==> src/rtl/btb_pkg.sv <==
// Shared geometry defaults, entry layout and address/counter helpers for the
// set-associative branch target buffer.
package btb_pkg;

    localparam int BTB_INDEX_WIDTH   = 4;
    localparam int BTB_ASSOCIATIVITY = 4;
    localparam int BTB_ADDR_WIDTH    = 32;
    localparam int BTB_CTR_WIDTH     = 2;

    localparam int TAG_WIDTH  = BTB_ADDR_WIDTH - BTB_INDEX_WIDTH - 2;
    localparam int DEPTH      = 2 ** BTB_INDEX_WIDTH;
    localparam int PLRU_WIDTH = BTB_ASSOCIATIVITY - 1;

    typedef struct packed {
        logic                      valid;
        logic [TAG_WIDTH-1:0]      tag;
        logic [BTB_ADDR_WIDTH-1:0] target;
        logic [BTB_CTR_WIDTH-1:0]  ctr;
    } btb_entry_t;

    // Helpers work on wide containers so any module geometry can truncate the result.
    function automatic logic [63:0] pc_index(input logic [63:0] pc, input int unsigned index_w);
        return (pc >> 2) & ((64'd1 << index_w) - 64'd1);
    endfunction

    function automatic logic [63:0] pc_tag(input logic [63:0] pc, input int unsigned index_w);
        return pc >> (index_w + 2);
    endfunction

    function automatic logic [7:0] ctr_sat(input logic [7:0] ctr, input logic taken,
                                           input int unsigned ctr_w);
        logic [7:0] ctr_max;
        ctr_max = (8'd1 << ctr_w) - 8'd1;
        if (taken) begin
            return (ctr == ctr_max) ? ctr : ctr + 8'd1;
        end
        return (ctr == 8'd0) ? ctr : ctr - 8'd1;
    endfunction

endpackage

==> src/rtl/btb_plru_tree.sv <==
// Tree pseudo-LRU for one set: applies an optional touch of one way and reports
// the victim the incoming tree state points at.
module btb_plru_tree
    import btb_pkg::*;
#(
    parameter  int WAYS   = BTB_ASSOCIATIVITY,
    localparam int WAY_W  = (WAYS > 1) ? $clog2(WAYS) : 1,
    localparam int PLRU_W = WAYS - 1
) (
    input  logic [PLRU_W-1:0] plru_i,
    input  logic [WAY_W-1:0]  touch_way_i,
    input  logic              touch_en_i,
    output logic [PLRU_W-1:0] plru_o,
    output logic [WAY_W-1:0]  victim_o
);

    // Heap-ordered nodes (root = node 1, stored at bit 0); bit 0 steers left, 1 right.
    always_comb begin : touch_walk
        int node;
        plru_o = plru_i;
        node   = 1;
        for (int lvl = 0; lvl < WAY_W; lvl++) begin
            for (int b = 0; b < PLRU_W; b++) begin
                if (touch_en_i && (b == node - 1)) begin
                    plru_o[b] = ~touch_way_i[WAY_W-1-lvl];
                end
            end
            node = 2 * node + (touch_way_i[WAY_W-1-lvl] ? 1 : 0);
        end
    end

    always_comb begin : victim_walk
        int   node;
        logic dir;
        victim_o = '0;
        node     = 1;
        for (int lvl = 0; lvl < WAY_W; lvl++) begin
            dir = 1'b0;
            for (int b = 0; b < PLRU_W; b++) begin
                if (b == node - 1) begin
                    dir = plru_i[b];
                end
            end
            victim_o[WAY_W-1-lvl] = dir;
            node = 2 * node + (dir ? 1 : 0);
        end
    end

endmodule

==> src/rtl/btb_nway_plru.sv <==
// N-way set-associative BTB with tree PLRU replacement and saturating direction
// counters; one-cycle registered lookup beside fetch, training port from execute.
module btb_nway_plru
    import btb_pkg::*;
#(
    parameter int INDEX_WIDTH   = BTB_INDEX_WIDTH,
    parameter int ASSOCIATIVITY = BTB_ASSOCIATIVITY,
    parameter int ADDR_WIDTH    = BTB_ADDR_WIDTH,
    parameter int CTR_WIDTH     = BTB_CTR_WIDTH
) (
    input  logic                  clk,
    input  logic                  rst_n,
    input  logic                  i_lookup_valid,
    input  logic [ADDR_WIDTH-1:0] i_lookup_pc,
    output logic                  o_valid,
    output logic                  o_hit,
    output logic                  o_taken,
    output logic [ADDR_WIDTH-1:0] o_target,
    input  logic                  i_update_valid,
    input  logic [ADDR_WIDTH-1:0] i_update_pc,
    input  logic                  i_update_taken,
    input  logic [ADDR_WIDTH-1:0] i_update_target,
    input  logic                  i_flush
);

    localparam int SETS   = 2 ** INDEX_WIDTH;
    localparam int TAG_W  = ADDR_WIDTH - INDEX_WIDTH - 2;
    localparam int PLRU_W = ASSOCIATIVITY - 1;
    localparam int WAY_W  = $clog2(ASSOCIATIVITY);
    localparam logic [CTR_WIDTH-1:0] CTR_WEAK_TAKEN = CTR_WIDTH'(1) << (CTR_WIDTH - 1);

    logic [ASSOCIATIVITY-1:0] valid_q  [SETS];
    logic [PLRU_W-1:0]        plru_q   [SETS];
    logic [TAG_W-1:0]         tag_q    [SETS][ASSOCIATIVITY];
    logic [ADDR_WIDTH-1:0]    target_q [SETS][ASSOCIATIVITY];
    logic [CTR_WIDTH-1:0]     ctr_q    [SETS][ASSOCIATIVITY];

    logic                  o_valid_q, o_hit_q, o_taken_q;
    logic [ADDR_WIDTH-1:0] o_target_q, o_target_d;

    logic [INDEX_WIDTH-1:0]   lk_idx, up_idx;
    logic [TAG_W-1:0]         lk_tag, up_tag;
    logic [ASSOCIATIVITY-1:0] lk_hit_vec, up_hit_vec;
    logic [WAY_W-1:0]         lk_way, up_way, up_free_way, up_victim, alloc_way, up_way_sel;
    logic [ADDR_WIDTH-1:0]    lk_target;
    logic                     lk_taken, lk_hit, up_hit, up_free;
    logic                     up_en, up_wr_hit, up_alloc;
    logic [PLRU_W-1:0]        lk_plru_next, up_plru_in, up_plru_next;
    logic [WAY_W-1:0]         lk_victim_unused;
    logic [CTR_WIDTH-1:0]     ctr_d;

    assign lk_idx = INDEX_WIDTH'(pc_index(64'(i_lookup_pc), INDEX_WIDTH));
    assign lk_tag = TAG_W'(pc_tag(64'(i_lookup_pc), INDEX_WIDTH));
    assign up_idx = INDEX_WIDTH'(pc_index(64'(i_update_pc), INDEX_WIDTH));
    assign up_tag = TAG_W'(pc_tag(64'(i_update_pc), INDEX_WIDTH));

    // Lookup reads the pre-edge arrays; tags are unique per set so the OR-mux is one-hot.
    always_comb begin
        lk_hit_vec = '0;
        lk_target  = '0;
        lk_taken   = 1'b0;
        lk_way     = '0;
        for (int w = 0; w < ASSOCIATIVITY; w++) begin
            lk_hit_vec[w] = valid_q[lk_idx][w] && (tag_q[lk_idx][w] == lk_tag);
            lk_target     = lk_target | (target_q[lk_idx][w] & {ADDR_WIDTH{lk_hit_vec[w]}});
            lk_taken      = lk_taken | (lk_hit_vec[w] & ctr_q[lk_idx][w][CTR_WIDTH-1]);
            if (lk_hit_vec[w]) begin
                lk_way = WAY_W'(w);
            end
        end
    end

    assign lk_hit     = i_lookup_valid & (|lk_hit_vec);
    assign o_target_d = lk_hit ? lk_target : '0;

    always_comb begin
        up_hit_vec = '0;
        up_way     = '0;
        for (int w = 0; w < ASSOCIATIVITY; w++) begin
            up_hit_vec[w] = valid_q[up_idx][w] && (tag_q[up_idx][w] == up_tag);
            if (up_hit_vec[w]) begin
                up_way = WAY_W'(w);
            end
        end
    end

    // Descending scan so the lowest-numbered invalid way wins.
    always_comb begin
        up_free     = 1'b0;
        up_free_way = '0;
        for (int w = ASSOCIATIVITY - 1; w >= 0; w--) begin
            if (!valid_q[up_idx][w]) begin
                up_free     = 1'b1;
                up_free_way = WAY_W'(w);
            end
        end
    end

    assign up_hit     = |up_hit_vec;
    assign up_en      = i_update_valid & ~i_flush;
    assign up_wr_hit  = up_en & up_hit;
    assign up_alloc   = up_en & ~up_hit & i_update_taken;
    assign alloc_way  = up_free ? up_free_way : up_victim;
    assign up_way_sel = up_hit ? up_way : alloc_way;

    assign ctr_d = up_alloc ? CTR_WEAK_TAKEN
                            : CTR_WIDTH'(ctr_sat(8'(ctr_q[up_idx][up_way]), i_update_taken, CTR_WIDTH));

    btb_plru_tree #(.WAYS(ASSOCIATIVITY)) u_plru_lookup (
        .plru_i      (plru_q[lk_idx]),
        .touch_way_i (lk_way),
        .touch_en_i  (lk_hit),
        .plru_o      (lk_plru_next),
        .victim_o    (lk_victim_unused)
    );

    // Chaining through the lookup result lets the update touch override shared path bits.
    assign up_plru_in = (lk_idx == up_idx) ? lk_plru_next : plru_q[up_idx];

    btb_plru_tree #(.WAYS(ASSOCIATIVITY)) u_plru_update (
        .plru_i      (up_plru_in),
        .touch_way_i (up_way_sel),
        .touch_en_i  (up_wr_hit | up_alloc),
        .plru_o      (up_plru_next),
        .victim_o    (up_victim)
    );

    always_ff @(posedge clk or negedge rst_n) begin
        if (!rst_n) begin
            for (int s = 0; s < SETS; s++) begin
                valid_q[s] <= '0;
                plru_q[s]  <= '0;
            end
            o_valid_q  <= 1'b0;
            o_hit_q    <= 1'b0;
            o_taken_q  <= 1'b0;
            o_target_q <= '0;
        end else begin
            if (i_flush) begin
                for (int s = 0; s < SETS; s++) begin
                    valid_q[s] <= '0;
                end
            end else if (up_alloc) begin
                valid_q[up_idx][alloc_way] <= 1'b1;
            end
            // Second write wins when both ports address the same set.
            plru_q[lk_idx] <= lk_plru_next;
            plru_q[up_idx] <= up_plru_next;
            o_valid_q  <= i_lookup_valid;
            o_hit_q    <= lk_hit;
            o_taken_q  <= lk_hit & lk_taken;
            o_target_q <= o_target_d;
        end
    end

    always_ff @(posedge clk) begin
        if (up_wr_hit || up_alloc) begin
            target_q[up_idx][up_way_sel] <= i_update_target;
            ctr_q[up_idx][up_way_sel]    <= ctr_d;
            if (up_alloc) begin
                tag_q[up_idx][up_way_sel] <= up_tag;
            end
        end
    end

    assign o_valid  = o_valid_q;
    assign o_hit    = o_hit_q;
    assign o_taken  = o_taken_q;
    assign o_target = o_target_q;

endmodule

==> config.mk <==
export PLATFORM = sky130hd
export DESIGN_NAME = btb_nway_plru
export DESIGN_NICKNAME = d
export VERILOG_FILES = /design/src/rtl/btb_pkg.sv /design/src/rtl/btb_plru_tree.sv /design/src/rtl/btb_nway_plru.sv
export SDC_FILE = /design/constraint.sdc
export NUM_CORES = 2
export LEC_CHECK = 0
export CELL_PAD_IN_SITES_DETAIL_PLACEMENT = 1
export CELL_PAD_IN_SITES_GLOBAL_PLACEMENT = 2
export CORE_ASPECT_RATIO = 0.5
export CORE_MARGIN = 2
export CORE_UTILIZATION = 54
export DETAILED_ROUTE_END_ITERATION = 7
export PLACE_DENSITY_LB_ADDON = 0.1
export SYNTH_ARGS = -nofsm -noshare
export SYNTH_HDL_FRONTEND = slang
export SYNTH_SLANG_ARGS = --single-unit
==> constraint.sdc <==
create_clock -name clk -period 20 [get_ports clk]
set_clock_uncertainty 0.1 [all_clocks]
set_input_delay 3 -clock clk [delete_from_list [all_inputs] [get_ports clk]]
set_output_delay 3 -clock clk [all_outputs]
set_load 0.01 [all_outputs]
# Word-level counts from Yosys, hierarchy flattened
# Memories as Yosys holds them, arrays and structs flattened.
# Cells that the tools add are included.
# totals
ramBits	3840
mem_count	3
ff_bits	147
input_bits	102
# op_classes
mux	77
n_addsub	8
reduce_logical	26
order_cmp	9
eq_ne	16
n_bitwise	32
# mem_list
name	depth	word_bits	rd	rd_ports_with_merged_regs	wr	line_no	source
target_q	16	128	1	0	1	btb_nway_plru.sv:35	logic [ADDR_WIDTH-1:0] target_q [SETS][ASSOCIATIVITY];
tag_q	16	104	2	0	1	btb_nway_plru.sv:34	logic [TAG_W-1:0] tag_q [SETS][ASSOCIATIVITY];
ctr_q	16	8	2	0	1	btb_nway_plru.sv:36	logic [CTR_WIDTH-1:0] ctr_q [SETS][ASSOCIATIVITY];
# ops
operator	n
26-bit == test	8
32-bit AND	4
128-bit 2-to-1 mux	1
64-bit 2-to-1 mux	2
104-bit 2-to-1 mux	1
3-bit by 32-bit adder with 32-bit output, first input constant	3
48-bit bitwise mux	2
2-bit by 32-bit == test with 1-bit output, first input constant	3
3-bit by 32-bit == test with 1-bit output, first input constant	3
32-bit logical NOT	3
32-bit OR	3
32-bit by 2-bit subtractor with 32-bit output, second input constant	3
32-bit demux with 2-bit select	1
32-bit 2-to-1 mux	2
64-bit OR	1
26-bit demux with 2-bit select	1
2-bit 2-to-1 mux	18
4-bit binary-select mux with 4-bit select	2
26-bit 2-to-1 mux	1
1-bit 2-to-1 mux	25
3-bit binary-select mux with 4-bit select	2
3-bit demux with 4-bit select	2
3-bit 2-to-1 mux	7
4-bit 2-to-1 mux	5
other kinds (25)	65

# Logic depth before layout (Yosys ltp)
# logic_depth
ltp_word	32
mapped_depth	25

# By module
# From an unflattened synthesis, not the netlist that was laid out.
# unflattened
hier_cells	7711
area_unflattened_um2	169864.2
# modules_own_cells
mod	cells_each	seq_area_each_um2	n_inst	area_per_inst_um2
btb_nway_plru	7689	118989.1	1	169721.5
btb_plru_tree	11	0.0	2	71.3

# Least setup slack after synthesis
# No wires, ideal clock.
# synth_path
path_type	input -> register
startpoint	input i_update_pc[2]
endpoint	memory ctr_q[11][4] in the netlist's numbering (enable)
stages	18
t_arrival_ps	9998
t_required_ps	19385
path_buffers	8
setup_slack_ps	9387
path_cell_list	buf_4 -> buf_6 -> buf_6 -> buf_6 -> buf_4 -> buf_2 -> buf_4 -> mux4_2 -> mux4_2 -> xnor2_1 -> o211ai_1 -> nor4_1 -> nand4_1 -> nand2_1 -> nand3_1 -> o21a_1 -> clkbuf_1 -> nor4_1
# synth_via
elab_chain_cells	20
# synth_rtl
item	line_no	source
start: declaration	btb_nway_plru.sv:20	input logic [ADDR_WIDTH-1:0] i_update_pc,
4-bit NOT with 5-bit output (not written as such)	btb_nway_plru.sv:80, btb_nway_plru.sv:92, btb_nway_plru.sv:118	
3-bit binary-select mux with 4-bit select	btb_nway_plru.sv:118	assign up_plru_in = (lk_idx == up_idx) ? lk_plru_next : plru_q[up_idx];
3-bit 2-to-1 mux (not written as such) (2 in a row)	btb_nway_plru.sv:118	
3-bit 2-to-1 mux	btb_nway_plru.sv:118	
1-bit 2-to-1 mux	btb_plru_tree.sv:45	node = 2 * node + (dir ? 1 : 0);
3-bit by 32-bit adder with 32-bit output	btb_plru_tree.sv:45	
32-bit by 2-bit subtractor with 32-bit output	btb_plru_tree.sv:40	if (b == node - 1) begin
32-bit logical NOT	btb_plru_tree.sv:40	
1-bit 2-to-1 mux (3 in a row)	btb_plru_tree.sv:40	
2-bit 2-to-1 mux	btb_nway_plru.sv:103	assign alloc_way = up_free ? up_free_way : up_victim;
2-bit 2-to-1 mux	btb_nway_plru.sv:104	assign up_way_sel = up_hit ? up_way : alloc_way;
2-bit NOT with 3-bit output (not written as such)	btb_nway_plru.sv:159	ctr_q[up_idx][up_way_sel] <= ctr_d;
3-bit >= comparator (not written as such) or 3-bit by 1-bit less-than comparator with 1-bit output (tied branches)	btb_nway_plru.sv:159	
1-bit logical AND (not written as such)	btb_nway_plru.sv:159	
2-bit 2-to-1 mux (not written as such)	btb_nway_plru.sv:159	
2-bit demux with 2-bit select	btb_nway_plru.sv:159	
8-bit 2-to-1 mux (not written as such)	btb_nway_plru.sv:159	
end: declaration	btb_nway_plru.sv:36	
# Parallel ways exist; a longest one is shown, timed or not. The select of a mux whose other input is x is not followed.

# Final worst setup path
# layout_path
startpoint	input i_lookup_pc[2]
endpoint	memory tag_q[2][38] in the netlist's numbering (enable)
# layout_via
elab_chain_cells	29
# layout_rtl
item	line_no	source
start: declaration	btb_nway_plru.sv:14	input logic [ADDR_WIDTH-1:0] i_lookup_pc,
branches (longest 13 deep; another with memory read 16 x 104 bit)	--	
3-bit 2-to-1 mux (*)	btb_nway_plru.sv:118	
1-bit 2-to-1 mux	btb_plru_tree.sv:45	
3-bit by 32-bit adder with 32-bit output	btb_plru_tree.sv:45	
32-bit by 2-bit subtractor with 32-bit output	btb_plru_tree.sv:40	
32-bit logical NOT	btb_plru_tree.sv:40	
1-bit 2-to-1 mux (3 in a row)	btb_plru_tree.sv:40	
2-bit 2-to-1 mux (*)	btb_nway_plru.sv:103	
2-bit 2-to-1 mux (*)	btb_nway_plru.sv:104	
2-bit NOT with 3-bit output (not written as such) (*)	btb_nway_plru.sv:161	tag_q[up_idx][up_way_sel] <= up_tag;
3-bit >= comparator (not written as such) or 3-bit by 1-bit less-than comparator with 1-bit output (tied branches)	btb_nway_plru.sv:161	
1-bit logical AND (not written as such)	btb_nway_plru.sv:161	
26-bit 2-to-1 mux (not written as such)	btb_nway_plru.sv:161	
26-bit demux with 2-bit select (*)	btb_nway_plru.sv:161	
104-bit 2-to-1 mux (not written as such) (*)	btb_nway_plru.sv:161	
end: declaration	btb_nway_plru.sv:34	
# Mark *: on every way between the ends. The select of a mux whose other input is x is not followed.

==> run metrics <==
Initial Util 54.2%; synth top area cells edfxtp_1 (66%), mux4_2 (18%), mux2i_1 (2.9%); Pwr Density 91.4 nW/µm²; Netlist cell types 95; sequential share of power 52.4%; hold_buf cts 0; Slew Viols, Final 0; combinational power share 8.1%; Final setup viols 0; Avg Cell Area, Syn 19.8 µm²; Max-Cap Viols 0; crit-path max FO 54; Post-Syn Area 174000 µm²; met1 GRT Util 50.9%; most frequent cell after synthesis edfxtp_1; EDFF count, synth 3840; Crit Path Class input port to register; initial antenna violation count 38; post_cts resized 0; post-synth top area share 66.3%; Relative slew margins 4.96%; fill cell count 26.8k; maximum root-to-sink buffer count 4; Tmin final 11.32 ns; VDD IR-drop max 0.0791 mV; Mapped Nets 8880; gp weighted congestion 0.892; HPWL after DPL 333000 µm; Critical Path RT 20.45 ns; async set or reset register ratio after synthesis 3.69%; Most Crowded Layer GR met2; post-DR wirelength/cell 42.1 µm; clock slew at reported path FFs 0.07 ns; CTS tree built; worst slew pin tran 1.39 ns; Reg area 119000 µm²; DRT Wirelength 574000 µm; ys flop type edfxtp_1; Seq/Total Area, Yosys 68.4%; DR DRC count 0; wire length of the first global-routing pass 793000 µm; nets 9131; Final Hold Vio Count 0; achievable frequency 88.3 MHz; DR vias 98.6k; CTS Sinks 3987; worst skew pair latency 0.96 ns; Die X 807 µm; critical path arrival 11.77 ns; Congestion Overflow GR 0; setup tns final 0 ns; Final ANT Viol Nets 0; vias in the first global route 98.9k; met3 Use GR 7.65%; Sw Pwr 4.08 mW; Yosys reg bits 3987; io pins 137; I/O Buffers 132; Post-CTS Setup Inserts 0; outcome finished, final reports clean; final cycle utilization of the critical path 56.6%; type of origin of the critical path input port; Die ar. 327000 µm²; H-tree lvl count 5; Ys Warns 0; setup slack, reg-to-reg 12.69 ns; layout cells sized above 1 29.2%; CTS buffer count 355; DRT Pass-1 Iters 5; synth cell count leaders edfxtp_1 (3840), mux4_2 (1413), mux2i_1 (500); worst hold margin 0.402 ns; drt via density 7.22; CP Capture Type register; Die Span Y 405 µm; Clk network pwr share 39.5%; Cells after Synth 8778; RSZ-0062 raised after global routing false; gr usage total 35.1%; Core Area 321000 µm²; Leak 61.4 nW; Int Power 13.5 mW; Hold/Removal Path Class register to register; root buf cell clkbuf_16; largest net degree at the start of global routing 130; switching power share of the total 23.2%; FP Rows 147; area of the multi-input gates 51800 µm²; Synth-to-Final Area Change 10.7%; Initial DRC Count 14.7k; dominant cell type by area after synthesis edfxtp_1; met2 GRT Util 53.2%
==> placed cells by master (no fill, tap or decap), types with 22 or more instances in the layout <==
master / count
nand2_1: 239
inv_1: 175
clkdlybuf4s50_1: 61
buf_4: 382
a31oi_1: 25
mux2i_1: 500
a22oi_1: 141
nor2_1: 106
nor3_2: 74
a22o_1: 29
mux4_2: 1413
xor2_1: 27
a221oi_1: 42
dfrtp_1: 147
clkinv_2: 68
o2bb2ai_1: 22
o21ai_0: 98
nand4_1: 29
buf_2: 56
o31ai_1: 29
edfxtp_1: 3840
bufinv_16: 30
a21oi_1: 74
o22ai_1: 102
o211ai_1: 54
o32ai_1: 34
clkbuf_16: 366
o21a_1: 61
nor3_1: 48
clkbuf_1: 63
xnor2_1: 172
nor4_1: 40
mux2_2: 126
nor3b_2: 31
nand3_1: 90
clkinv_1: 78
==> worst max-delay path, cell delays in order <==
cell	delay (ns)
buf_16	0.30
buf_4	0.60
buf_4	0.49
buf_4	0.69
mux4_2	0.60
mux2i_1	0.30
xnor2_1	0.13
nor4_1	0.98
a41oi_1	0.32
a2111o_1	0.39
nor3_1	0.52
a21oi_1	0.25
or2_1	0.59
o21a_1	0.33
or4b_4	0.80
buf_4	0.41
nor3_2	0.25
buf_4	0.54
==> power groups by stage <==
stage	Combinational, mW	Sequential (mW)	Clock (mW)
after CTS	1.41	9.22	7.01
after global placement	1.38	9.40	0
final	1.42	9.22	6.96
after global routing	1.48	9.22	7.30
after floorplan	0.846	9.39	0
after detailed placement	1.40	9.40	0
==> cell families after synthesis <==
family / after synthesis / synth area share [%]
muxes: 2039 / 22.0
buffers and inverters: 815 / 2.28
DFF: 3987 / 68.4
and+or+nand+nor: 842 / 2.45
xor gates and xnor gates: 199 / 1.00
AOI/OAI and AO/OA: 896 / 3.84
==> path summary, 6_finish.rpt <==
| check | startpoint | endpoint | cells after the start |
|---|---|---|---|
| hold reg to reg | valid_q[38]$_DFFE_PN0P_ | valid_q[38]$_DFFE_PN0P_ | 2 |
| setup / recovery | i_lookup_pc[2] | tag_q[2][38]$_DFFE_PP_ | 18 |
| hold / removal | valid_q[38]$_DFFE_PN0P_ | valid_q[38]$_DFFE_PN0P_ | 2 |
| min in group asynchronous | rst_n | o_target[21]$_DFF_PN0_ | 1 |
| max in group asynchronous | rst_n | valid_q[27]$_DFFE_PN0P_ | 3 |
| setup reg to reg | tag_q[5][72]$_DFFE_PP_ | tag_q[2][38]$_DFFE_PP_ | 14 |
==> metal layers <==
layer	share of wire (%)	up-vias	wire (µm)
li1	-	37544	-
met1	39	53432	224000
met2	45	6434	261000
met3	11	1200	63700
met4	4.4	12	25200
met5	0.014	-	80
==> layout make-up <==
class                   instances  area share (%)
multi-input cells            3976            26.9
clock buffers                 444            4.99
inverters                     190           0.376
repair buffers                519            2.15
well taps                    4321            2.81
flip-flops and latches       3987            61.8
clock inverters               201           0.930
diodes                         13          0.0169
==> registers in the layout (all words and copies together), names as in the netlist <==
| signal | count |
|---|---|
| valid_q | 64 |
| o_taken | 1 |
| tag_q | 1664 |
| ctr_q | 128 |
| target_q | 2048 |
| o_valid | 1 |
| o_hit | 1 |
| plru_q | 48 |
| o_target | 32 |
==> stage by stage <==
step           total power, mW  util (%)  cells  worst slack, ns  cell area, µm²
6_report                  17.6      60.0  13651             8.68          192000
2_1_floorplan             10.2         -   8778             9.39          174000
5_1_grt                   18.0      60.0  13642             8.42          192000
3_3_place_gp              10.8      56.5  12993             7.86          181000
4_1_cts                   17.6      60.0  13638             8.79          192000
3_5_place_dp              10.8      56.5  12993             7.79          181000
No activity file was read; power rests on OpenSTA's default activity.
